File: src/rtl/deal_sequencer_pkg.sv
// deal_sequencer_pkg: state encodings, phase codes and card/total helpers shared by the round controller
package deal_sequencer_pkg;
    typedef enum logic [3:0] {
        S_IDLE, S_DEAL_P1, S_DEAL_D1, S_DEAL_P2, S_DEAL_D2,
        S_PLAYER_TURN, S_PLAYER_DRAW, S_DEALER_TURN, S_DEALER_DRAW, S_RESULT
    } state_t;
    localparam logic [2:0] PH_IDLE   = 3'd0;
    localparam logic [2:0] PH_DEAL   = 3'd1;
    localparam logic [2:0] PH_PLAYER = 3'd2;
    localparam logic [2:0] PH_DEALER = 3'd3;
    localparam logic [2:0] PH_PWIN   = 3'd4;
    localparam logic [2:0] PH_DWIN   = 3'd5;
    localparam logic [2:0] PH_PUSH   = 3'd6;
    function automatic logic card_valid(input logic [3:0] v);
        return v != 4'd0 && v <= 4'd13;
    endfunction
    function automatic logic [4:0] card_pts(input logic [3:0] v);
        return (v >= 4'd10) ? 5'd10 : {1'b0, v};
    endfunction
    // A held ace is promoted to 11 whenever that does not bust the hand.
    function automatic logic [4:0] best_total(input logic [4:0] hard, input logic ace);
        return (ace && hard <= 5'd11) ? hard + 5'd10 : hard;
    endfunction
    function automatic logic [2:0] phase_of(input state_t s, input logic [2:0] res);
        return (s == S_IDLE) ? PH_IDLE :
               (s == S_RESULT) ? res :
               (s inside {S_PLAYER_TURN, S_PLAYER_DRAW}) ? PH_PLAYER :
               (s inside {S_DEALER_TURN, S_DEALER_DRAW}) ? PH_DEALER : PH_DEAL;
    endfunction
endpackage

File: src/rtl/deal_sequencer_hand.sv
// deal_sequencer_hand: one hand's hard total, ace flag and first-card total
//   clr_i/add_i      clear the hand / add the presented card
//   pts_i/ace_i      points and ace flag of the presented card
//   best_o           best total of the current hand
//   next_best_o      best total the hand would have with the presented card added
//   first_o          best total of the first card alone (dealer hidden view)
module deal_sequencer_hand
    import deal_sequencer_pkg::*;
(
    input  logic       clk,
    input  logic       rst,
    input  logic       clr_i,
    input  logic       add_i,
    input  logic [4:0] pts_i,
    input  logic       ace_i,
    output logic [4:0] best_o,
    output logic [4:0] next_best_o,
    output logic [4:0] first_o
);
    logic [4:0] hard_q;
    logic       ace_q;
    logic [4:0] first_q;
    always_ff @(posedge clk) begin
        if (rst || clr_i) begin
            hard_q  <= 5'd0;
            ace_q   <= 1'b0;
            first_q <= 5'd0;
        end else if (add_i) begin
            hard_q  <= hard_q + pts_i;
            ace_q   <= ace_q | ace_i;
            if (hard_q == 5'd0) first_q <= best_total(pts_i, ace_i);
        end
    end
    assign best_o      = best_total(hard_q, ace_q);
    assign next_best_o = best_total(hard_q + pts_i, ace_q | ace_i);
    assign first_o     = first_q;
endmodule

File: src/rtl/deal_sequencer.sv
// deal_sequencer: blackjack round controller sharing one card source between player and dealer
//   key_*_n          raw active-low buttons, synchronised and edge-detected here
//   card_value       free-running card source, 1..13 valid
//   player_score     player best total
//   dealer_score     dealer best total, first card only while dealer_hidden
//   dealer_hidden    dealer hole card concealed
//   game_phase       0 idle, 1 deal, 2 player, 3 dealer, 4 P win, 5 D win, 6 push
//   card_taken       one-cycle pulse per accepted card
module deal_sequencer
    import deal_sequencer_pkg::*;
#(
    parameter int DEALER_STAND  = 17,
    parameter int BUST_LIMIT    = 21,
    parameter int SETTLE_CYCLES = 4
) (
    input  logic       clk,
    input  logic       rst,
    input  logic       key_hit_n,
    input  logic       key_stand_n,
    input  logic       key_deal_n,
    input  logic [3:0] card_value,
    output logic [4:0] player_score,
    output logic [4:0] dealer_score,
    output logic       dealer_hidden,
    output logic [2:0] game_phase,
    output logic       card_taken
);
    localparam logic [4:0] STAND  = 5'(DEALER_STAND);
    localparam logic [4:0] BUST   = 5'(BUST_LIMIT);
    localparam logic [3:0] SETTLE = 4'(SETTLE_CYCLES);
    state_t     state_q;
    logic [3:0] settle_q;
    logic [2:0] res_q;
    logic [2:0] s1_q, s2_q, s3_q, pulse_q;
    logic [4:0] p_best, p_next, p_first, d_best, d_next, d_first;
    logic       draw, to_player, take, clr, hid, hit_p, stand_p, deal_p;
    // Bit order {deal, stand, hit}; idle-high so reset never fakes a press.
    always_ff @(posedge clk) begin
        if (rst) begin
            s1_q    <= '1;
            s2_q    <= '1;
            s3_q    <= '1;
            pulse_q <= '0;
        end else begin
            s1_q    <= {key_deal_n, key_stand_n, key_hit_n};
            s2_q    <= s1_q;
            s3_q    <= s2_q;
            pulse_q <= s3_q & ~s2_q;
        end
    end
    assign hit_p     = pulse_q[0];
    assign stand_p   = pulse_q[1];
    assign deal_p    = pulse_q[2];
    assign draw      = state_q inside {S_DEAL_P1, S_DEAL_D1, S_DEAL_P2, S_DEAL_D2, S_PLAYER_DRAW, S_DEALER_DRAW};
    assign to_player = state_q inside {S_DEAL_P1, S_DEAL_P2, S_PLAYER_DRAW};
    assign take      = draw && settle_q == 4'd0 && card_valid(card_value);
    assign clr       = deal_p && (state_q == S_IDLE || state_q == S_RESULT);
    assign hid       = state_q inside {S_DEAL_D2, S_PLAYER_TURN, S_PLAYER_DRAW};
    deal_sequencer_hand u_player (
        .clk(clk), .rst(rst), .clr_i(clr), .add_i(take && to_player),
        .pts_i(card_pts(card_value)), .ace_i(card_value == 4'd1),
        .best_o(p_best), .next_best_o(p_next), .first_o(p_first)
    );
    deal_sequencer_hand u_dealer (
        .clk(clk), .rst(rst), .clr_i(clr), .add_i(take && !to_player),
        .pts_i(card_pts(card_value)), .ace_i(card_value == 4'd1),
        .best_o(d_best), .next_best_o(d_next), .first_o(d_first)
    );
    always_ff @(posedge clk) begin
        if (rst) begin
            state_q       <= S_IDLE;
            settle_q      <= 4'd0;
            res_q         <= PH_IDLE;
            player_score  <= 5'd0;
            dealer_score  <= 5'd0;
            dealer_hidden <= 1'b0;
            game_phase    <= PH_IDLE;
            card_taken    <= 1'b0;
        end else begin
            player_score  <= p_best;
            dealer_score  <= hid ? d_first : d_best;
            dealer_hidden <= hid;
            game_phase    <= phase_of(state_q, res_q);
            card_taken    <= take;
            if (draw && settle_q != 4'd0) settle_q <= settle_q - 4'd1;
            case (state_q)
                S_IDLE, S_RESULT: if (deal_p) begin
                    state_q  <= S_DEAL_P1;
                    settle_q <= SETTLE;
                end
                S_DEAL_P1: if (take) begin
                    state_q  <= S_DEAL_D1;
                    settle_q <= SETTLE;
                end
                S_DEAL_D1: if (take) begin
                    state_q  <= S_DEAL_P2;
                    settle_q <= SETTLE;
                end
                S_DEAL_P2: if (take) begin
                    state_q  <= S_DEAL_D2;
                    settle_q <= SETTLE;
                end
                S_DEAL_D2: if (take) state_q <= (p_best == 5'd21) ? S_DEALER_TURN : S_PLAYER_TURN;
                S_PLAYER_TURN: begin
                    if (stand_p) state_q <= S_DEALER_TURN;
                    else if (hit_p && p_best < BUST) begin
                        state_q  <= S_PLAYER_DRAW;
                        settle_q <= SETTLE;
                    end
                end
                // Decide on the total including the card being accepted this cycle.
                S_PLAYER_DRAW: if (take) begin
                    state_q <= (p_next > BUST) ? S_RESULT : (p_next == 5'd21) ? S_DEALER_TURN : S_PLAYER_TURN;
                    res_q   <= PH_DWIN;
                end
                S_DEALER_TURN: begin
                    if (d_best >= STAND) begin
                        state_q <= S_RESULT;
                        res_q   <= (d_best > BUST || p_best > d_best) ? PH_PWIN :
                                   (p_best < d_best) ? PH_DWIN : PH_PUSH;
                    end else begin
                        state_q  <= S_DEALER_DRAW;
                        settle_q <= SETTLE;
                    end
                end
                S_DEALER_DRAW: if (take) state_q <= S_DEALER_TURN;
                default: state_q <= S_IDLE;
            endcase
        end
    end
endmodule
File: config.mk
export PLATFORM = sky130hd
export DESIGN_NAME = deal_sequencer
export DESIGN_NICKNAME = d
export VERILOG_FILES = /design/src/rtl/deal_sequencer_pkg.sv /design/src/rtl/deal_sequencer_hand.sv /design/src/rtl/deal_sequencer.sv
export SDC_FILE = /design/constraint.sdc
export NUM_CORES = 1
export LEC_CHECK = 0
export ABC_CLOCK_PERIOD_IN_PS = 5700
export CAP_MARGIN = 20
export CORE_ASPECT_RATIO = 0.6
export CORE_MARGIN = 1.5
export CORE_UTILIZATION = 50
export CTS_CLUSTER_SIZE = 8
export DETAILED_ROUTE_END_ITERATION = 12
export HOLD_SLACK_MARGIN = 0.08
export PLACE_DENSITY = 0.69
export RECOVER_POWER = 50
export SLEW_MARGIN = 0
export SYNTH_ARGS = -nofsm -noshare
export SYNTH_HDL_FRONTEND = slang
export SYNTH_HIERARCHICAL = 1
export SYNTH_SLANG_ARGS = --single-unit
File: constraint.sdc
create_clock -name clk -period 5.7 [get_ports clk]
set_clock_uncertainty 0.05 [all_clocks]
set_input_delay 1.425 -clock clk [delete_from_list [all_inputs] [get_ports clk]]
set_output_delay 1.425 -clock clk [all_outputs]
set_load 0.01 [all_outputs]
After elaboration in Yosys (flattened, before gate mapping)
Cells that the tools add are included.
Widths: inputs -> output; s select.
{ "classes": {"addsub": 7, "n_lt_le_gt_ge": 12, "eq_ne": 21, "mux": 35, "bitwise": 4, "n_reduce_logical": 33} }
{ "ops": {"columns": ["operator", "n"], "rows": [
  ["$mux 4", 17],
  ["$pmux 4 s9", 1],
  ["$mux 5", 5],
  ["$eq 4x3->1 const B", 4],
  ["$pmux 4 s4", 1],
  ["$add 5x4->5 const B", 3],
  ["$le 5x4->1 const B", 3],
  ["$ne 2x2->1 const B", 7],
  ["$logic_and 1x1->1", 12],
  ["$mux 2", 6],
  ["$add 5x4->5", 2],
  ["$eq 5x5->1 const B", 2],
  ["$gt 5x5->1 const B", 2],
  ["$mux 3", 3],
  ["$eq 4x1->1 const B", 2],
  ["$eq 4x2->1 const B", 2],
  ["$eq 4x4->1 const B", 2],
  ["$le 4x4->1 const B", 2],
  ["$logic_not 4->1", 2],
  ["$reduce_and 8->1", 1],
  ["$reduce_bool 4->1", 2],
  ["$pmux 3 s2", 1],
  ["$reduce_bool 2->1", 3],
  ["$reduce_bool 3->1", 2],
  ["other kinds (21)", 25]
]} }
{ "totals": {"ff_bits": 55, "in_bits": 9, "out_inout_bits": 15, "word_cells": 129} }

Longest topological paths before layout
Gate-level depths: netlist of the first run.
{ "depth": {"ltp_word": 11, "depth_mapped": 15, "depth_no_buf": 15} }

By module
The synthesis of the first run kept the hierarchy.
{ "modules_own_cells": {"columns": ["module", "n_inst", "cells_each", "area_per_inst_um2", "seq_area_each_um2"], "rows": [
  ["deal_sequencer", 1, 209, 1831.8, 760.7],
  ["deal_sequencer_hand", 2, 104, 894.6, 220.2]
]} }

Worst setup path after synthesis of the first run
No wires, ideal clock.
{ "synth_path": {"path_kind": "input -> register", "start": "input port card_value[1]", "end": "register state_q[3]", "arrival_time_ps": 3998, "required_ps": 5522, "slack_ps": 1524, "path_stages": 15, "path_buffers": 0, "cell_sequence": "o21ai_0 -> and2_1 -> ha_1 -> fa_1 -> xnor2_1 -> ha_1 -> nand3b_1 -> nand2_1 -> a211oi_2 -> mux2_1 -> a21oi_1 -> o21ai_0 -> nor3b_1 -> mux2i_1 -> nor2_1"} }
{ "synth_between": {"elab_chain_len": 10, "elab_cells_between_ends": 24, "classes_between": "add/sub (2); order compare (4); eq/ne (7); mux (5); bitwise (1); reduce/logical (5)"} }
{ "synth_lines": {"columns": ["element", "line", "text"], "rows": [
  ["start: declaration", "deal_sequencer.sv:21", "input logic [3:0] card_value,"],
  ["$ge 4x4->1", "deal_sequencer_pkg.sv:18", "return (v >= 4'd10) ? 5'd10 : {1'b0, v};"],
  ["$mux 4", "deal_sequencer_pkg.sv:18", null],
  ["$add 5x4->5", "deal_sequencer_hand.sv:35", "assign next_best_o = best_total(hard_q + pts_i, ace_q | ace_i);"],
  ["$le 5x4->1", "deal_sequencer_pkg.sv:22", "return (ace && hard <= 5'd11) ? hard + 5'd10 : hard;"],
  ["$logic_and 1x1->1", "deal_sequencer_pkg.sv:22", null],
  ["$mux 5 (*)", "deal_sequencer_pkg.sv:22", null],
  ["named net p_next[2]", "deal_sequencer.sv:35", "logic [4:0] p_best, p_next, p_first, d_best, d_next, d_first;"],
  ["$gt 5x5->1 (*)", "deal_sequencer.sv:113", "state_q <= (p_next > BUST) ? S_RESULT : (p_next == 5'd21) ? S_DEALER_TURN : S_PLAYER_TURN;"],
  ["$mux 4 (*)", "deal_sequencer.sv:113", null],
  ["$mux 4 (*)", "deal_sequencer.sv:112", "S_PLAYER_DRAW: if (take) begin"],
  ["$pmux 4 s9 (*)", "deal_sequencer.sv:86", "case (state_q)"],
  ["end signal: assignment", "deal_sequencer.sv:103", "S_DEAL_D2: if (take) state_q <= (p_best == 5'd21) ? S_DEALER_TURN : S_PLAYER_TURN;"],
  ["end signal: assignment", "deal_sequencer.sv:113", null],
  ["end: declaration", "deal_sequencer.sv:31", "state_t state_q;"]
]} }
The timed path passes the listed nets; every way through them passes the cells marked *. The select of a mux whose other input is x is not followed.
A chain may end at the register's enable or synchronous reset.

Worst setup path after layout of the first run
Same ends and word-level chain as after synthesis.

==> impl_metrics.yaml, run 1 <==
timing:
  drv_slew: 0
  tns_ns: 0
  maxSlewHeadroom_pct: 6.36
  period_minus_slack_ns: 4.85
  tightest_slew_ns: 1.40
  setup_viol: 0
  layout_worst_path_cycle_share_pct: 85.0
  hold_viol_final: 0
  max_freq_ghz: 0.206
  grt_setup_unrepaired: "false"
global_route:
  grt_pass1_vias: 2402
  grt-ovfl-total: 0
  grt_use_total_pct: 21.7
  grt_max_degree: 37
  grt_pass1_wl_mm: 11.8
  antenna_found_initial: 0
clock_network:
  cts_repair_resize_count: 0
  hold_buffers: 0
  cts_post_setup_buffers_inserted: 0
  cts_root_buf: "clkbuf_8"
  clk_latency_ns: 0.31
  cts_tree: "yes"
  htreeDepth: 2
  cts_buffer_depth: 2
  cts_sinks: 55
  path_clk_slew_ns: 0.10
  cts_buffers: 5
worst_setup_path:
  required_ns: 5.80
  cp.arrival_ns: 4.94
  rr_endpoint: "state_q[3]"
  cp-end-kind: "flop"
  cp_max_fo: 5
  start_kind: "input port"
  crit_type: "input port to flop"
  crit-reg2reg-launch: "u_player/hard_q[0]"
  r2r_cells: 12
  rrSetupSlack_ns: 2.47
yosys:
  syn_area_mm2: 0.00317
  synth_area_per_cell_um2: 8.74
  ys_warn_count: 6
  synth_cells: 363
floorplan:
  dieArea_mm2: 0.00685
  core_mm2: 0.00611
  die_x_um: 106
  top_level_ports: 24
  initial_utilization_pct: 51.9
  rows: 22
  die_h_um: 64.7
drt:
  drt_first_pass_iters: 7
  via_count: 2544
  wl_per_cell_um: 14.3
  drtAntennaViolNets: 0
  drcViolationCount: 0
  drt_iter0_drc: 236
  viasPerCell: 5.36
  wirelength_mm: 6.80
pwr:
  peakVddDrop_mv: 0.189
  power.total_mw: 1.75
  leakagePower_nw: 1.50
  power_density_mw_per_mm2: 487
final_layout:
  final_area_mm2: 0.00359
  mostFrequentLayoutCells: "dfxtp_1 (55), nor2_1 (50), ha_1 (22)"
  final_nets: 423
  utilization_pct: 58.8
  layout_commonest_cell: "dfxtp_1"
  insertedDiodeCount: 0
  drive_gt1_share_pct: 9.21
  syn_to_final_growth_pct: 13.3
placement:
  portBuffers: 23
  place.gp.congestion: 0.880
  post-dp-hpwl_mm: 5.21
  place_area_mm2: 0.00349
run_status:
  status: "finished clean"
min_path:
  worstHoldPathCells: 2
  min_to: "pulse_q[1]"
  hp-class: "flop to flop"
  min_from: "s3_q[1]"
run:
  maxCapViolations: 0
[metrics by stage]
stage | setup WS, ns | cells | hold WS, ns
detailed placement | 0.617 | 467 | 0.342
finish | 0.853 | 475 | 0.363
global placement | 0.815 | 467 | 0.341
CTS | 0.942 | 475 | 0.366
floorplan | 1.55 | 369 | 0.339
global route | 0.570 | 475 | 0.394
[worst max path at each step]
stage                   from          to  slack [ns]  cells after the start
3_5_place_dp   card_value[1]  state_q[3]        0.62                     16
5_1_grt        card_value[1]  state_q[3]        0.57                     16
3_3_place_gp   card_value[1]  state_q[2]        0.81                     16
2_1_floorplan  card_value[1]  state_q[3]        1.55                     15
4_1_cts        card_value[1]  state_q[3]        0.94                     16
6_report       card_value[1]  state_q[3]        0.85                     16
[critical path, stage by stage]
cell and delay [ns]:
clkdlybuf4s50_1 0.56, o21ai_0 0.11, and2_1 0.22, ha_1 0.25, fa_1 0.41, xnor2_1 0.20, ha_1 0.22, nand3b_1 0.07
nand2_1 0.10, a211oi_2 0.32, mux2_1 0.40, a21oi_1 0.18, o21ai_0 0.11, nor3b_1 0.16, mux2i_1 0.16, nor2_1 0.05
[flip-flops by register name, indices dropped and copies added, names as in the netlist, 3 cells and up]
register	count
dealer_score	5
game_phase	3
player_score	5
pulse_q	3
res_q	3
s1_q	3
s2_q	3
s3_q	3
settle_q	4
state_q	4
u_dealer/first_o	5
u_dealer/hard_q	5
u_player/hard_q	5
[per-layer routing]
metal  global-route usage, %  share of wire (%)  vias to the layer above
met5                       0                  0                        -
met4                    5.57               0.62                        0
met3                    4.43                7.0                        5
met2                    31.3                 40                       84
met1                    32.8                 52                     1127
li1                        -                  -                     1328
[report_power, final]
group,switching [mW],internal [mW]
Clock,0.129,0.111
Sequential,0.115,0.473
Combinational,0.497,0.422
Total,0.742,1.01
[layout make-up]
class,instances,area [µm²]
well taps,84,105
inverters,19,71.3
flip-flops and latches,55,1100
repair buffers,29,272
multi-input cells,280,1940
fillers,566,2520
clock buffers,7,96.3
clock inverters,1,7.51
Power figures use the tool's default switching activity.
==> run 2, diff against run 1 <==
--- a/config.mk
+++ b/config.mk
@@ -13,10 +13,9 @@
 export CTS_CLUSTER_SIZE = 8
 export DETAILED_ROUTE_END_ITERATION = 12
 export HOLD_SLACK_MARGIN = 0.08
-export PLACE_DENSITY = 0.69
+export PLACE_DENSITY = 0.7
 export RECOVER_POWER = 50
 export SLEW_MARGIN = 0
 export SYNTH_ARGS = -nofsm -noshare
 export SYNTH_HDL_FRONTEND = slang
-export SYNTH_HIERARCHICAL = 1
 export SYNTH_SLANG_ARGS = --single-unit
==> run 2 against run 1 <==
  * Via count grew 19%
  * Flip-flop and latch count is the same
  * Design area grew 7.0%
  * Area after synthesis rose by 7.5%
  * Clock power rose by 36%
  * Sequential power shrank 25%
  * Total power is 41% lower
  * Combinational power fell by 71%
  * Largest power group is now registers
  * Highest routed layer unchanged
==> impl_metrics.yaml, run 2 <==
final_layout:
  syn_to_final_growth_pct: 12.7
  layout_commonest_cell: "dfxtp_1"
  drive_gt1_share_pct: 8.16
  mostFrequentLayoutCells: "dfxtp_1 (55), nor2_1 (52), a21oi_1 (27)"
  insertedDiodeCount: 0
  final_nets: 460
  utilization_pct: 57.8
  num-fill-cells: 605
timing:
  tightest_slew_ns: 0.846
  setup_slack_ns: 0.853
  max_freq_ghz: 0.206
  period_minus_slack_ns: 4.85
  setup_viol: 0
  hold_viol_final: 0
  layout_worst_path_cycle_share_pct: 85.0
  drv_slew: 0
  maxSlewHeadroom_pct: 43.5
  tns_ns: 0
  grt_setup_unrepaired: "false"
clock_network:
  cts_buffer_depth: 2
  cts_sinks: 55
  cts_tree: "yes"
  cts_post_setup_buffers_inserted: 0
  cts_buffers: 5
  clk_latency_ns: 0.30
  cts_root_buf: "clkbuf_16"
  hold_buffers: 0
  htreeDepth: 2
  cts_repair_resize_count: 0
  path_clk_slew_ns: 0.08
floorplan:
  rows: 23
  dieArea_mm2: 0.00734
  die_h_um: 67.0
  initial_utilization_pct: 51.3
  top_level_ports: 24
  core_mm2: 0.00665
  die_x_um: 110
pwr:
  peakVddDrop_mv: 0.149
  combPwrFrac_pct: 25.5
  seqPwrFrac_pct: 42.9
  p_clk_share_pct: 31.6
  power.total_mw: 1.03
  power_density_mw_per_mm2: 268
  leakagePower_nw: 1.55
  p_int_mw: 0.688
  p_sw_share_pct: 33.3
  p_switching_mw: 0.343
drt:
  drtAntennaViolNets: 0
  drt_iter0_drc: 201
  wirelength_mm: 8.20
  viasPerCell: 5.88
  drcViolationCount: 0
  wl_per_cell_um: 15.9
  drt_first_pass_iters: 5
  via_count: 3036
global_route:
  grt_pass1_wl_mm: 13.3
  grt-ovfl-total: 0
  grt_max_degree: 27
  grt_pass1_vias: 2636
  grt_use_total_pct: 23.7
  antenna_found_initial: 0
placement:
  place_ws_ns: 0.591
  post-dp-hpwl_mm: 6.21
  portBuffers: 23
  place.gp.congestion: 0.944
yosys:
  ys_warn_count: 0
  synth_area_per_cell_um2: 8.20
  ys_seq_area_share_pct: 32.3
  synth_top_area_cell: "dfxtp_1"
  yosysTopAreaCellShare_pct: 32.3
  synth_cells: 416
  synth_commonest_cells: "dfxtp_1 (55), nor2_1 (52), a21oi_1 (27)"
  synth_edf_count: 0
  syn_area_mm2: 0.00341
  async_flop_share_pct: 0
  synth_ff_type: "dfxtp_1"
  synth.distinct_cells: 70
  ys_ff_latch: 55
  ys_top_cells_by_area: "dfxtp_1 (32%), ha_1 (7.7%), nor2_1 (5.7%)"
  syn_nets: 448
  yosysMostFrequentCell: "dfxtp_1"
worst_setup_path:
  start_kind: "input port"
  cp_max_fo: 7
  crit_type: "input port to flop"
  cp-end-kind: "flop"
  cp.arrival_ns: 4.97
  required_ns: 5.82
min_path:
  hp-class: "flop to flop"
run:
  maxCapViolations: 0
run_status:
  status: "finished clean"
## run 2: cell count changes in the layout (fill, tap and decap cells not counted), sizes merged, moves of 7 or more
cell | before | now
a21oi | 20 | 28
and2 | 1 | 8
clkdlybuf4s50 | 14 | 7
conb | 7 | 0
dlygate4sd3 | 9 | 16
inv | 18 | 28
mux2i | 15 | 8
## run 2: power groups by stage
stage / clock network [mW] / registers (mW) / logic, mW
finish: 0.326 / 0.442 / 0.263
global route: 0.348 / 0.448 / 0.291
CTS: 0.331 / 0.441 / 0.260
detailed placement: 0 / 0.450 / 0.258
global placement: 0 / 0.449 / 0.255
floorplan: 0 / 0.428 / 0.205
## run 2: path summary, 6_finish.rpt
check | endpoint | start | slack, ns | cells after the start
min | pulse_q[0] | s3_q[0] | 0.36 | 2
min reg2reg | pulse_q[0] | s3_q[0] | 0.36 | 2
max reg2reg | state_q[3] | u_player.hard_q[0] | 2.45 | 11
max | state_q[3] | card_value[2] | 0.85 | 14
## run 2: cell families (layout without fill, tap and decap cells)
group                    after synthesis  count (layout)  share of synthesized area, %
AND/OR/NAND/NOR                      162             162                          25.3
AO/OA/AOI/OAI                        109             109                          22.6
flip-flops                            55              55                          32.3
buffers and inverters                 46              59                          5.10
adder cells (fa/ha/maj)               23              23                          8.88
XOR/XNOR                              11              11                          2.82
multiplexers                          10              10                          3.01
## run 2: critical path, stage by stage
cell and delay [ns]:
clkdlybuf4s50_1 0.56, o21ai_0 0.21, and2_1 0.20, ha_1 0.18, inv_1 0.06, fa_1 0.43, xor2_1 0.44, ha_1 0.23
nand3_1 0.07, nand2_1 0.10, or3b_1 0.40, and4_1 0.24, o311ai_0 0.30, o21ai_0 0.13
## run 2: through the flow
step / instances / hold WS, ns / cell area (µm²)
floorplan: 416 / 0.339 / 3410
global placement: 508 / 0.341 / 3690
detailed placement: 508 / 0.347 / 3690
CTS: 516 / 0.365 / 3840
global route: 516 / 0.378 / 3840
finish: 516 / 0.361 / 3840
## run 2: layer usage
metal	global-route usage, %	up-vias	share of wire, %
li1	-	1516	-
met1	35.9	1400	50
met2	33.5	112	42
met3	4.79	8	7.9
met4	5.68	0	0.87
met5	0	-	0
## run 2: area by class of cell
cell class                 instances  area [µm²]  area share [%]
inverter                          26        97.6            2.54
clock buffer                       5         125            3.25
timing repair buffer              25         245            6.38
sequential                        55        1100            28.6
clock inverter                     3        31.3           0.814
multi-input combinational        315        2140            55.5
tap                               87         109            2.83
